## config.mk

```make
export PLATFORM = sky130hd
export DESIGN_NAME = instr_loader_3
export DESIGN_NICKNAME = d
export VERILOG_FILES = /design/src/rtl/instr_loader_3.sv
export SDC_FILE = /design/constraint.sdc
export NUM_CORES = 1
export LEC_CHECK = 0
export CORE_AREA = 2 2 94 96
export CTS_CLUSTER_DIAMETER = 60
export DETAILED_ROUTE_END_ITERATION = 16
export DIE_AREA = 0 0 96 98
export GPL_TIMING_DRIVEN = 0
export HOLD_SLACK_MARGIN = 0.05
export PLACE_DENSITY = 0.86
export SYNTH_ARGS = -nofsm -noshare
export SYNTH_HDL_FRONTEND = slang
export SYNTH_SLANG_ARGS = --single-unit
```

## constraint.sdc

```tcl
create_clock -name clk -period 3.21 [get_ports clk]
set_input_delay 0.4815 -clock clk [delete_from_list [all_inputs] [get_ports clk]]
set_output_delay 0.4815 -clock clk [all_outputs]
set_load 0.01 [all_outputs]
```

## src/rtl/instr_loader_3.sv

```systemverilog
// Boot-time program loader: parses a 16-bit word-count header plus little-endian
// instruction words from a byte stream and writes them to instruction memory.
module instr_loader_3 #(
   parameter int ADDR_W    = 6,
   parameter int MAX_WORDS = 64
) (
   input  logic              clk,
   input  logic              reset,
   input  logic              load_start,
   input  logic [7:0]        byte_in,
   input  logic              byte_valid,
   output logic              byte_ready,
   output logic              imem_we,
   output logic [63:0]       imem_addr,
   output logic [31:0]       imem_wdata,
   output logic              core_reset,
   output logic              done,
   output logic              error,
   output logic [ADDR_W:0]   word_count
);

   typedef enum logic [2:0] {
      S_IDLE   = 3'd0,
      S_LEN_LO = 3'd1,
      S_LEN_HI = 3'd2,
      S_DATA   = 3'd3,
      S_WRITE  = 3'd4,
      S_DONE   = 3'd5,
      S_ERR    = 3'd6
   } state_t;

   state_t            r_state;
   state_t            w_state_next;
   logic [15:0]       r_len;
   logic [1:0]        r_byte_cnt;
   logic [31:0]       r_word;
   logic [ADDR_W:0]   r_word_count;
   logic [63:0]       r_imem_addr;
   logic [31:0]       r_imem_wdata;
   logic              w_accept;
   logic [15:0]       w_len_full;
   logic [ADDR_W:0]   w_count_inc;

   assign w_accept    = byte_valid && byte_ready;
   assign w_len_full  = {byte_in, r_len[7:0]};
   assign w_count_inc = r_word_count + {{ADDR_W{1'b0}}, 1'b1};

   // State register
   always_ff @(posedge clk) begin
      if (reset) begin
         r_state <= S_IDLE;
      end else begin
         r_state <= w_state_next;
      end
   end

   // Next-state logic
   always_comb begin
      w_state_next = r_state;
      case (r_state)
         S_IDLE: begin
            if (load_start) w_state_next = S_LEN_LO;
            else            w_state_next = S_IDLE;
         end
         S_LEN_LO: begin
            if (w_accept) w_state_next = S_LEN_HI;
            else          w_state_next = S_LEN_LO;
         end
         S_LEN_HI: begin
            if (!w_accept)                           w_state_next = S_LEN_HI;
            else if (w_len_full == 16'd0)            w_state_next = S_DONE;
            else if (w_len_full > 16'(MAX_WORDS))    w_state_next = S_ERR;
            else                                     w_state_next = S_DATA;
         end
         S_DATA: begin
            if (w_accept && (r_byte_cnt == 2'd3)) w_state_next = S_WRITE;
            else                                  w_state_next = S_DATA;
         end
         S_WRITE: begin
            if (16'(w_count_inc) == r_len) w_state_next = S_DONE;
            else                           w_state_next = S_DATA;
         end
         S_DONE, S_ERR: begin
            if (load_start) w_state_next = S_LEN_LO;
            else            w_state_next = r_state;
         end
         default: w_state_next = S_IDLE;
      endcase
   end

   // Header, word assembly and write-port datapath
   always_ff @(posedge clk) begin
      if (reset) begin
         r_len        <= 16'd0;
         r_byte_cnt   <= 2'd0;
         r_word       <= 32'd0;
         r_word_count <= {(ADDR_W+1){1'b0}};
         r_imem_addr  <= 64'd0;
         r_imem_wdata <= 32'd0;
      end else begin
         case (r_state)
            S_LEN_LO: begin
               if (w_accept) r_len[7:0] <= byte_in;
            end
            S_LEN_HI: begin
               if (w_accept) begin
                  r_len[15:8]  <= byte_in;
                  r_word_count <= {(ADDR_W+1){1'b0}};
                  r_byte_cnt   <= 2'd0;
               end
            end
            S_DATA: begin
               if (w_accept) begin
                  case (r_byte_cnt)
                     2'd0:    r_word[7:0]   <= byte_in;
                     2'd1:    r_word[15:8]  <= byte_in;
                     2'd2:    r_word[23:16] <= byte_in;
                     default: r_word[31:24] <= byte_in;
                  endcase
                  r_byte_cnt <= r_byte_cnt + 2'd1;
                  // Latch the write port on the 4th byte so it is valid throughout WRITE
                  if (r_byte_cnt == 2'd3) begin
                     r_imem_addr  <= 64'({r_word_count, 2'b00});
                     r_imem_wdata <= {byte_in, r_word[23:0]};
                  end
               end
            end
            S_WRITE: begin
               r_word_count <= w_count_inc;
               r_byte_cnt   <= 2'd0;
            end
            default: begin
            end
         endcase
      end
   end

   // Moore output decode
   always_comb begin
      byte_ready = 1'b0;
      imem_we    = 1'b0;
      core_reset = 1'b1;
      done       = 1'b0;
      error      = 1'b0;
      case (r_state)
         S_LEN_LO, S_LEN_HI, S_DATA: byte_ready = 1'b1;
         S_WRITE:                    imem_we    = 1'b1;
         S_DONE: begin
            core_reset = 1'b0;
            done       = 1'b1;
         end
         S_ERR:                      error      = 1'b1;
         default: begin
         end
      endcase
   end

   assign imem_addr  = r_imem_addr;
   assign imem_wdata = r_imem_wdata;
   assign word_count = r_word_count;

endmodule
```

After elaboration in Yosys (flattened, before gate mapping)
Cells that the tools add are included.
Storage, ports and cells
  latch bits: 0
  logic and storage cells: 62
  bits in writable memories: 0
  bits of input ports: 12
  memories kept: 0
  bits in registers: 91
  output and inout port bits: 108
  ROM bits: 0
Cells by class
  order comparisons: 1
  bitwise operators: 0
  divide/modulo/power cells: 0
  mux-type cells: 19
  reduce and logical (&&, ||, !) cells: 17
  equal/unequal tests: 13
  $add $sub $neg: 2
  shift operators: 0
  multipliers: 0
Operators with widths (number)
  3-bit 2-to-1 mux: 6
  3-bit one-hot mux with 6 select lines: 1
  7-bit by 16-bit == test with 1-bit output: 1
  16-bit by 7-bit > comparator with 1-bit output (second input constant): 1
  16-bit zero test: 1
  3-bit AND reduction: 5
  7-bit one-hot mux with 2 select lines: 1
  3-bit == test (second input constant): 3
  7-bit by 1-bit adder with 7-bit output (second input constant): 1
  7-bit 2-to-1 mux: 1
  3-bit by 2-bit == test with 1-bit output (second input constant): 2
  1-bit 2-to-1 mux: 6
  2-bit 2-to-1 mux: 3
  2-bit != test (second input constant): 3
  2-bit one-hot mux with 3 select lines: 1
  2-bit AND reduction: 3
  2-bit == test (second input constant): 2
  3-bit by 1-bit == test with 1-bit output (second input constant): 1
  3-bit zero test: 1
  3-bit nonzero test: 1
  3-bit OR reduction: 1
  2-bit by 1-bit adder with 2-bit output (second input constant): 1
  2-bit by 1-bit == test with 1-bit output (second input constant): 1
  1-bit logical AND: 2
  other kinds (3): 3

Logic depth before layout (Yosys ltp)
  word-level depth: 7
  gate-level depth with buffers: 8
  depth with buffers taken out: 6

Worst setup path before layout
No wires, ideal clock.
  kind: reg-to-reg
  from: reg r_word_count[0], in the netlist word_count[0]
  to: reg r_state[2]
  arrival: 1.926 ns
  stages on the path, launching flop included: 7
  setup slack: 1.211 ns
  clock period less this slack: 1.999 ns
  data required time: 3.137 ns
  buffers on the path: 0
  library setup time: 0.073 ns
  cells stage by stage: dfxtp_1 ha_1 nand2b_1 o211a_1 o32a_1 or4_1 o22ai_2
On the way
  longest elaborated chain between the ends: 4
Ends and longest elaborated chain
  from (decl): line 37  | logic [ADDR_W:0] r_word_count;
  from (signal assigned): line 97  | r_word_count <= {(ADDR_W+1){1'b0}};
  from (signal assigned): line 108  | r_word_count <= {(ADDR_W+1){1'b0}};
  from (signal assigned): line 129  | r_word_count <= w_count_inc;
  7-bit by 1-bit adder with 7-bit output: line 46  | assign w_count_inc = r_word_count + {{ADDR_W{1'b0}}, 1'b1};
  7-bit by 16-bit == test with 1-bit output: line 80  | if (16'(w_count_inc) == r_len) w_state_next = S_DONE;
  3-bit 2-to-1 mux: line 80
  3-bit one-hot mux with 6 select lines: line 60  | case (r_state)
  to (signal assigned): line 53  | r_state <= w_state_next;
  to (decl): line 32  | state_t r_state;
Every way passes these cells.
A chain may end at the register's enable or synchronous reset.

Final worst setup path
  from: reg r_state[2]
  to: out imem_we
On the way
  longest elaborated chain between the ends: 2
Ends and longest elaborated chain
  3-bit == test: line 145  | case (r_state)
  1-bit 2-to-1 mux: line 145
  to (decl): line 13  | output logic imem_we,
Every way passes these cells.

==> metrics.txt <==
outcome completed; pwr/cell area 408 nW/um^2; post-synthesis cell type count 49; Max H-tree Level 3; ANT nets after route 0; Die H 98 um; Syn-to-layout area delta 27.9%; worst-path maximum fanout 10; top cell type's share of synthesized area 43.6%; DRC 0; clock transition at the registers of the reported paths 0.09 ns; port bufs 62; switch share 26.0%; Setup-failing EPs final 0; highest metal layer with signal wires met4; Via-to-Cell Ratio 4.99; Peak VDD IR 0.249 mV; final worst slack 0.520 ns; Lkg Pwr 0.00206 uW; cell area after synthesis 4180 um^2; Sw Pwr 568 uW; Final #Nets 672; die width 96 um; Ys Warns 0; Gate power share 10.8%; Avg Cell Area, Syn 7.94 um^2; post-CTS resize count 0; initial antenna violation count 0; #FFs+latches synth 91; Die ar. 9410 um^2; post-synth top area cell dfxtp_1; CP endpoint kind output pin; CP startpoint kind register; Seq pwr share 52.9%; fraction of the yosys area taken by sequential cells 43.6%; CTS Buffer Depth 2; Primary FF master, synth dfxtp_1; final worst path period share 83.8%; Max Slew Vio Count 0; CTS tree built; total gr overflow 0; Setup TNS 0 ns; fraction of registers with async set/reset 0%; clock root cell clkbuf_8; total track usage 21.5%; initial DRC count 295; final hold violations 0; routability-driven placement congestion ratio 0.895; Syn Inst Count 526; core box area 8470 um^2; Skew-Pair Late Insertion Delay 0.36 ns; FF+latch area 1820 um^2; most frequent cell after synthesis nand2_1; CTS Hold Bufs 0; fin crit period 2.69 ns; Crit path required time 2.73 ns; CTS Sinks 91; routed via count 3,829; relative slew slack 52.8%; HP Class register to register; Design Area, Final 5340 um^2; Rows 34; hpwl dp 7.32 mm; WL met3 726 um; Boundary Pins 120; starting density of the core 49.3%; RSZ-0062 raised after global routing no; kind of critical path register to output pin; internal power 1610 uW; layout cell share with drive strength beyond 1 14.1%; Post-synth EDFFs 0; part of the power in the clock network 36.3%; WP data arrival 2.21 ns; Pre-antenna DRT Iters 5; n_diodes 0; dpl cell area 5140 um^2; met2 WL 4.65 mm; max cap viols 0; fmax 372 MHz; synth cell count leaders nand2_1, dfxtp_1, a21oi_1; Slew @ Worst Pin 0.704 ns; ranking of synthesized cells by area dfxtp_1, nand2_1, buf_4, a21oi_1, nand3_1; clock buffer count from CTS 9; FILL cells 751; Design Power 2180 uW; first-pass GRT wire length 15.9 mm; final wirelength 9.92 mm; vias in the first global route 3,465; worst slack, placed 0.571 ns; average routed wire per standard cell 12.9 um; largest net degree at the start of global routing 17; worst clock skew 0.0118 ns; Post-CTS Setup Bufs 0; M1 WL 4.32 mm; multi-input logic area 1950 um^2
==> kinds of logic after synthesis <==
kind of cell	synth area share [%]
compound gates	14.0
xor+xnor	1.68
fa+ha+maj	1.50
buf+inv	14.7
flops	43.6
mux	1.92
other cells	0.0898
simple gates	22.6
==> layout by cell type (no fill, tap or decap), types with 3 or more instances in the layout <==
cell / count
a21oi_1: 79
a31oi_1: 5
buf_2: 11
buf_4: 58
clkbuf_1: 20
clkbuf_8: 9
clkdlybuf4s50_1: 62
conb_1: 57
dfxtp_1: 91
ha_1: 5
inv_1: 4
inv_6: 3
mux2i_1: 8
nand2_1: 126
nand2b_1: 4
nand3_1: 30
nor2_1: 24
nor3_1: 5
o21ai_0: 7
or4_1: 5
xnor2_1: 5
xor2_1: 3
==> power groups by stage <==
| stage | Combinational (uW) | Sequential (uW) | Clock [uW] |
|---|---|---|---|
| floorplan | 173 | 1180 | 0 |
| global placement | 227 | 1180 | 0 |
| detailed placement | 230 | 1180 | 0 |
| CTS | 231 | 1150 | 794 |
| global route | 258 | 1160 | 839 |
| finish | 236 | 1150 | 790 |
==> cell type report <==
cell class,count,area share [%]
multi-input combinational,395,36.6
sequential,91,34.1
timing repair buffer,62,11.6
buffer,90,10.9
tap,108,2.53
clock buffer,10,2.39
clock inverter,6,1.34
inverter,6,0.515
==> flip-flops by register name, indices dropped and copies added, names as in the netlist <==
name	cells
imem_wdata	32
r_byte_cnt	2
word_count	7
r_word	24
r_state	3
r_len	16
imem_addr	7
==> metrics by stage <==
step / instances / hold WS, ns / util, %
2_1_floorplan: 582 / 0.432 / -
3_3_place_gp: 752 / 0.443 / 60.7
3_5_place_dp: 752 / 0.448 / 60.7
4_1_cts: 768 / 0.460 / 63.1
5_1_grt: 768 / 0.470 / 63.1
6_report: 768 / 0.457 / 63.1
==> critical path, cell delays in order (launching register included) <==
cell             delay, ns
dfxtp_1               0.34
buf_6                 0.15
inv_6                 0.04
or3_4                 0.38
buf_6                 0.14
clkinv_1              0.20
clkdlybuf4s50_1       0.59
==> metal layers <==
metal  up-vias  global-route usage [%]
li1       1910                       -
met1      1753                    27.4
met2       148                    34.7
met3        18                    3.40
met4         0                    10.9
met5         -                       0
==> path summary, 6_finish.rpt <==
kind	startpoint	endpoint	slack, ns	cells after the start
max reg2reg	word_count[0]$_SDFFE_PP0P_	r_state[2]$_SDFFE_PP0P_	0.94	6
min reg2reg	imem_addr[5]$_SDFFE_PP0P_	imem_addr[5]$_SDFFE_PP0P_	0.46	2
min	imem_addr[5]$_SDFFE_PP0P_	imem_addr[5]$_SDFFE_PP0P_	0.46	2
max	r_state[2]$_SDFFE_PP0P_	imem_we	0.52	6
Note: power is estimated with default switching activity, not from simulation.
